$ cat src/rtl/imem_loadable.sv
// rtl/imem_loadable.sv - loadable instruction memory: synchronous fetch port plus streaming program-load port
// Define IMEM_PARITY_EN to store an even-parity bit per word and flag mismatches on fetch.
module imem_loadable #(
    parameter int DATA_W = 8,
    parameter int ADDR_W = 5,
    parameter int DEPTH  = 32
) (
    input  logic              clk,
    input  logic              rst_n,
    input  logic              fetch_req,
    input  logic [ADDR_W-1:0] fetch_addr,
    output logic              fetch_valid,
    output logic [DATA_W-1:0] instruction,
    output logic              addr_err,
    input  logic              prog_start,
    input  logic              prog_valid,
    input  logic [DATA_W-1:0] prog_data,
    input  logic              prog_last,
    output logic              prog_ready,
    output logic              busy,
    output logic              prog_done,
    output logic [ADDR_W:0]   prog_count
`ifdef IMEM_PARITY_EN
    ,
    input  logic              inj_par,
    output logic              parity_err
`endif
);
    typedef enum logic [1:0] {RUN, PROG, DONE} state_t;

    localparam int              LAST_I  = DEPTH - 1;
    localparam logic [ADDR_W:0] DEPTH_W = DEPTH[ADDR_W:0];
    localparam logic [ADDR_W:0] LAST_W  = LAST_I[ADDR_W:0];

    state_t            state_q, state_d;
    logic [ADDR_W:0]   cnt_q, cnt_d;
    logic              fv_q, aerr_q;
    logic [DATA_W-1:0] instr_q;
    logic              wr_en, fetch_en, in_range;

    // Array has no reset so a program survives rst_n.
    logic [DATA_W-1:0] mem [DEPTH];

    assign wr_en    = (state_q == PROG) && prog_valid;
    assign fetch_en = (state_q == RUN) && fetch_req;
    assign in_range = {1'b0, fetch_addr} < DEPTH_W;

    always_ff @(posedge clk or negedge rst_n) begin
        if (!rst_n) begin
            state_q <= RUN;
            cnt_q   <= '0;
        end else begin
            state_q <= state_d;
            cnt_q   <= cnt_d;
        end
    end

    // The load count doubles as the write pointer; a load ends on prog_last or when the last word is filled.
    always_comb begin
        state_d = state_q;
        cnt_d   = cnt_q;
        case (state_q)
            RUN: begin
                if (prog_start) begin
                    state_d = PROG;
                    cnt_d   = '0;
                end
            end
            PROG: begin
                if (prog_valid) begin
                    cnt_d = cnt_q + 1'b1;
                    if (prog_last || (cnt_q == LAST_W)) begin
                        state_d = DONE;
                    end
                end
            end
            DONE:    state_d = RUN;
            default: state_d = RUN;
        endcase
    end

    assign prog_ready = (state_q == PROG);
    assign busy       = (state_q != RUN);
    assign prog_done  = (state_q == DONE);
    assign prog_count = cnt_q;

    always_ff @(posedge clk) begin
        if (wr_en) begin
            mem[cnt_q[ADDR_W-1:0]] <= prog_data;
        end
    end

    always_ff @(posedge clk or negedge rst_n) begin
        if (!rst_n) begin
            fv_q    <= 1'b0;
            aerr_q  <= 1'b0;
            instr_q <= '0;
        end else begin
            fv_q   <= fetch_en;
            aerr_q <= fetch_en && !in_range;
            if (fetch_en) begin
                instr_q <= in_range ? mem[fetch_addr] : '0;
            end
        end
    end

    assign fetch_valid = fv_q;
    assign addr_err    = aerr_q;
    assign instruction = instr_q;

`ifdef IMEM_PARITY_EN
    logic par_mem [DEPTH];
    logic perr_q;

    always_ff @(posedge clk) begin
        if (wr_en) begin
            par_mem[cnt_q[ADDR_W-1:0]] <= (^prog_data) ^ inj_par;
        end
    end

    always_ff @(posedge clk or negedge rst_n) begin
        if (!rst_n) begin
            perr_q <= 1'b0;
        end else begin
            perr_q <= fetch_en && in_range && ((^mem[fetch_addr]) != par_mem[fetch_addr]);
        end
    end

    assign parity_err = perr_q;
`endif
endmodule

$ cat config.mk
export PLATFORM = sky130hd
export DESIGN_NAME = imem_loadable
export DESIGN_NICKNAME = d
export VERILOG_FILES = /design/src/rtl/imem_loadable.sv
export SDC_FILE = /design/constraint.sdc
export NUM_CORES = 1
export LEC_CHECK = 0
export CAP_MARGIN = 20
export CORE_MARGIN = 1.5
export CORE_UTILIZATION = 30
export DETAILED_ROUTE_END_ITERATION = 10
export PLACE_DENSITY_LB_ADDON = 0.1
export RECOVER_POWER = 100
export SETUP_SLACK_MARGIN = 0.3
export SLEW_MARGIN = 20
export SYNTH_ARGS = -nofsm -noshare
export SYNTH_HDL_FRONTEND = slang
export SYNTH_SLANG_ARGS = --single-unit
$ cat constraint.sdc
create_clock -name clk -period 2.9 [get_ports clk]
set_input_delay 0.725 -clock clk [delete_from_list [all_inputs] [get_ports clk]]
set_output_delay 0.725 -clock clk [all_outputs]
set_load 0.03 [all_outputs]
==> summary.txt <==
#FFs+latches synth - 273
Max Fanout on Critical Path - 32
LEAKAGE - 4.46 nW
Worst Setup EP - mem[26][7]$_DFFE_PP_
P per Cell Area - 745 nW/µm²
Worst-Margin Slew - 2.00 ns
Cell taking the most area after synthesis - edfxtp_1
Share of cells above drive strength 1 - 9.85%
Synth top area share - 70.0%
CTS Sinks - 273
Rel. slew slack - -33.4%
Reg2reg start - state_q[0]$_DFFE_PN0P_
Post-synth cell types - 37
Clk buf depth - 3
Global Route Usage Sum - 14.7%
Syn_nets - 657
Worst Path Arrival - 2.70 ns
Area Overhead vs Synth - 17.6%
Average size of a mapped cell - 17.3 µm²
CP Capture Type - flip-flop
Final worst slack - 0.251 ns
PortBufs - 36
Post-synthesis instance total - 634
CTS tree - done
CP Depth - 2
CP Buf/Inv Count - 2
Routed wire per std cell - 23.3 µm
Clk pin slew, worst setup/hold paths - 0.06 ns
CP max-delay cell - clkbuf_1
Class of the worst hold path - flip-flop to flip-flop
Critical Path RT - 2.95 ns
Router iterations before antenna repair - 4
Htree depth - 1
Post-route ant nets - 0
Vias in the first global route - 6,147
Syn. warnings - 0
Die height - 194 µm
Hold Fails Final Rpt - 0
R2R depth - 7
Post-synth EDFFs - 256
Ports - 38
Largest net degree at the start of global routing - 37
Row count - 69
Final GP Congestion - 0.779
First-pass GRT wire length - 41,000 µm
Reg2Reg Capture Point - mem[24][3]$_DFFE_PP_
Crit path cell chain - dlygate4sd3_1 -> clkbuf_1
Vias after detailed routing - 5,817
TritonCTS buffer count - 28
Detailed Route Iter0 Violations - 358
Maxcap violations - 7
Crit Path Class - primary input to flip-flop
Final wirelength - 28,000 µm
RSZ-0062 raised after global routing - false
Fin area - 12,900 µm²
Core Footprint - 35,800 µm²
Hold_ws - 0.545 ns
Total gr overflow - 0
Setup TNS - 0 ns
Avg Vias per Cell - 4.84
Critical path launch point - prog_data[7]
Clk_lat worst skew - 0.54 ns
Fmax - 378 MHz
Status - finished, violations left
Fill count - 3,406
R2R Setup Slk - 0.44 ns
Setup Buffers After CTS - 0
Predominant post-synthesis flop cell - edfxtp_1
Starting Density - 30.6%
Cell with the most instances after synthesis - edfxtp_1
Period utilization - 91.3%
Initial antenna violation count - 2
Mapped Area - 11,000 µm²
Placed inst area - 12,200 µm²
CP top delay family - buffers and inverters
DP HPWL - 18,000 µm
Nets - 744
Diode count - 0
Asr flop ratio synth - 6.23%
Synth top cells by count - edfxtp_1 (256), mux2i_1 (129), nor2_1 (38), a22oi_1 (32), a21oi_1 (21)
Setup crit start kind - primary input
Failing checks - max-capacitance violations, max-slew violations
Post-CTS Hold Fix Bufs - 0
Detailed-route DRC error count - 0
Setup violators final - 0
Place WS - 0.109 ns
Slew Viols, Final - 231
Clock root buffer - clkbuf_16
Register area share after synthesis - 73.9%
Post-route clock skew - 0.0131 ns
Min cycle time layout - 2.65 ns
Largest stage delay, worst path - 1.43 ns
Die width - 194 µm
Worst vdd ir - 436 µV
Die ar. - 37,800 µm²
Synth top area cells - edfxtp_1 (70%), mux2i_1 (12%), dfrtp_1 (3.9%)
[flip-flops by register name, indices dropped and copies added (netlist names)]
register and cells:
fetch_valid 1, instruction 8, mem 256, prog_count 6, state_q 2
[layout by cell type, fill, tap and decap left out, types with 2 or more instances in the layout]
| cell | n |
|---|---|
| nand2b_1 | 2 |
| or3b_2 | 2 |
| a22oi_1 | 32 |
| xor2_1 | 2 |
| nand3b_1 | 3 |
| nand2_1 | 18 |
| a221oi_2 | 4 |
| inv_1 | 5 |
| dlygate4sd3_1 | 25 |
| clkdlybuf4s50_1 | 6 |
| buf_4 | 7 |
| clkinv_2 | 4 |
| o22ai_1 | 8 |
| nor3_1 | 2 |
| nor2b_2 | 2 |
| a22o_1 | 17 |
| clkinv_1 | 8 |
| buf_12 | 5 |
| a21oi_1 | 21 |
| edfxtp_1 | 256 |
| a221oi_1 | 12 |
| dlygate4sd2_1 | 2 |
| or2_2 | 2 |
| o21ai_0 | 3 |
| clkbuf_1 | 49 |
| o41ai_2 | 8 |
| mux2i_1 | 129 |
| bufinv_16 | 5 |
| ha_1 | 4 |
| nand3_1 | 2 |
| dfrtp_1 | 16 |
| and2_0 | 2 |
| clkbuf_16 | 29 |
| nor2_1 | 37 |
[per-stage QoR]
| stage | instances | util (%) | total power, mW |
|---|---|---|---|
| 2_1_floorplan | 634 | - | 5.45 |
| 3_3_place_gp | 1152 | 34.0 | 6.10 |
| 3_5_place_dp | 1152 | 34.0 | 6.11 |
| 4_1_cts | 1202 | 36.6 | 9.82 |
| 5_1_grt | 1202 | 36.0 | 9.98 |
| 6_report | 1202 | 36.0 | 9.61 |
[worst reg2reg max path, stage by stage, from the launching register on]
cell and delay, ns:
dfrtp_1 0.41, inv_1 0.09, nor2_1 0.17, and2_0 0.32, nand2_1 0.09, clkbuf_1 0.33, nor2_1 0.23, clkbuf_1 0.46
[kinds of logic (layout without fill, tap and decap cells)]
group                      Yosys count  after routing  share of synthesized area [%]
DFF                                273            273                           73.9
and+or+nand+nor                     78             78                           3.21
buffers and inverters               41            148                           2.40
AOI/OAI and AO/OA                  105            105                           8.01
xor gates and xnor gates             3              3                          0.239
other                                1              1                         0.0342
muxes                              129            129                           11.8
adders and majority gates            4              4                          0.456
[metal layers]
layer	wire (µm)	vias to the layer above	track usage [%]
met1	13100	2988	20.6
met4	507	0	3.65
li1	-	2682	-
met3	1300	35	2.36
met5	0	-	0
met2	13100	112	24.0
[power by group]
part | internal [mW] | switching [mW] | leakage (nW)
Combinational | 0.430 | 0.830 | 1.48
Clock | 2.25 | 1.44 | 0.461
Sequential | 4.49 | 0.179 | 2.52
Total | 7.17 | 2.44 | 4.46
[cell type report]
class / instances / area, µm² / area share, %
clock buffer: 33 / 741 / 5.74
clock inverter: 17 / 200 / 1.55
inverter: 5 / 18.8 / 0.145
multi-input combinational: 320 / 2590 / 20.0
sequential: 273 / 8110 / 62.9
tap: 461 / 577 / 4.47
timing repair buffer: 93 / 673 / 5.21
[repair_timing]
item | CTS | global route
pin swaps | 0 | 0
endpoints found under the setup margin | 4 | 2
gates resized for setup | 4 | 2
[worst min-delay path by stage]
stage	to	depth (start not counted)	start
floorplan	fetch_valid$_DFF_PN0_	0	rst_n
global placement	instruction[3]$_DFFE_PN0P_	2	instruction[3]$_DFFE_PN0P_
detailed placement	state_q[1]$_DFFE_PN0P_	1	state_q[1]$_DFFE_PN0P_
CTS	state_q[1]$_DFFE_PN0P_	1	state_q[1]$_DFFE_PN0P_
global route	instruction[4]$_DFFE_PN0P_	2	instruction[4]$_DFFE_PN0P_
finish	state_q[1]$_DFFE_PN0P_	1	state_q[1]$_DFFE_PN0P_
Note: power is estimated with default switching activity, not from simulation.
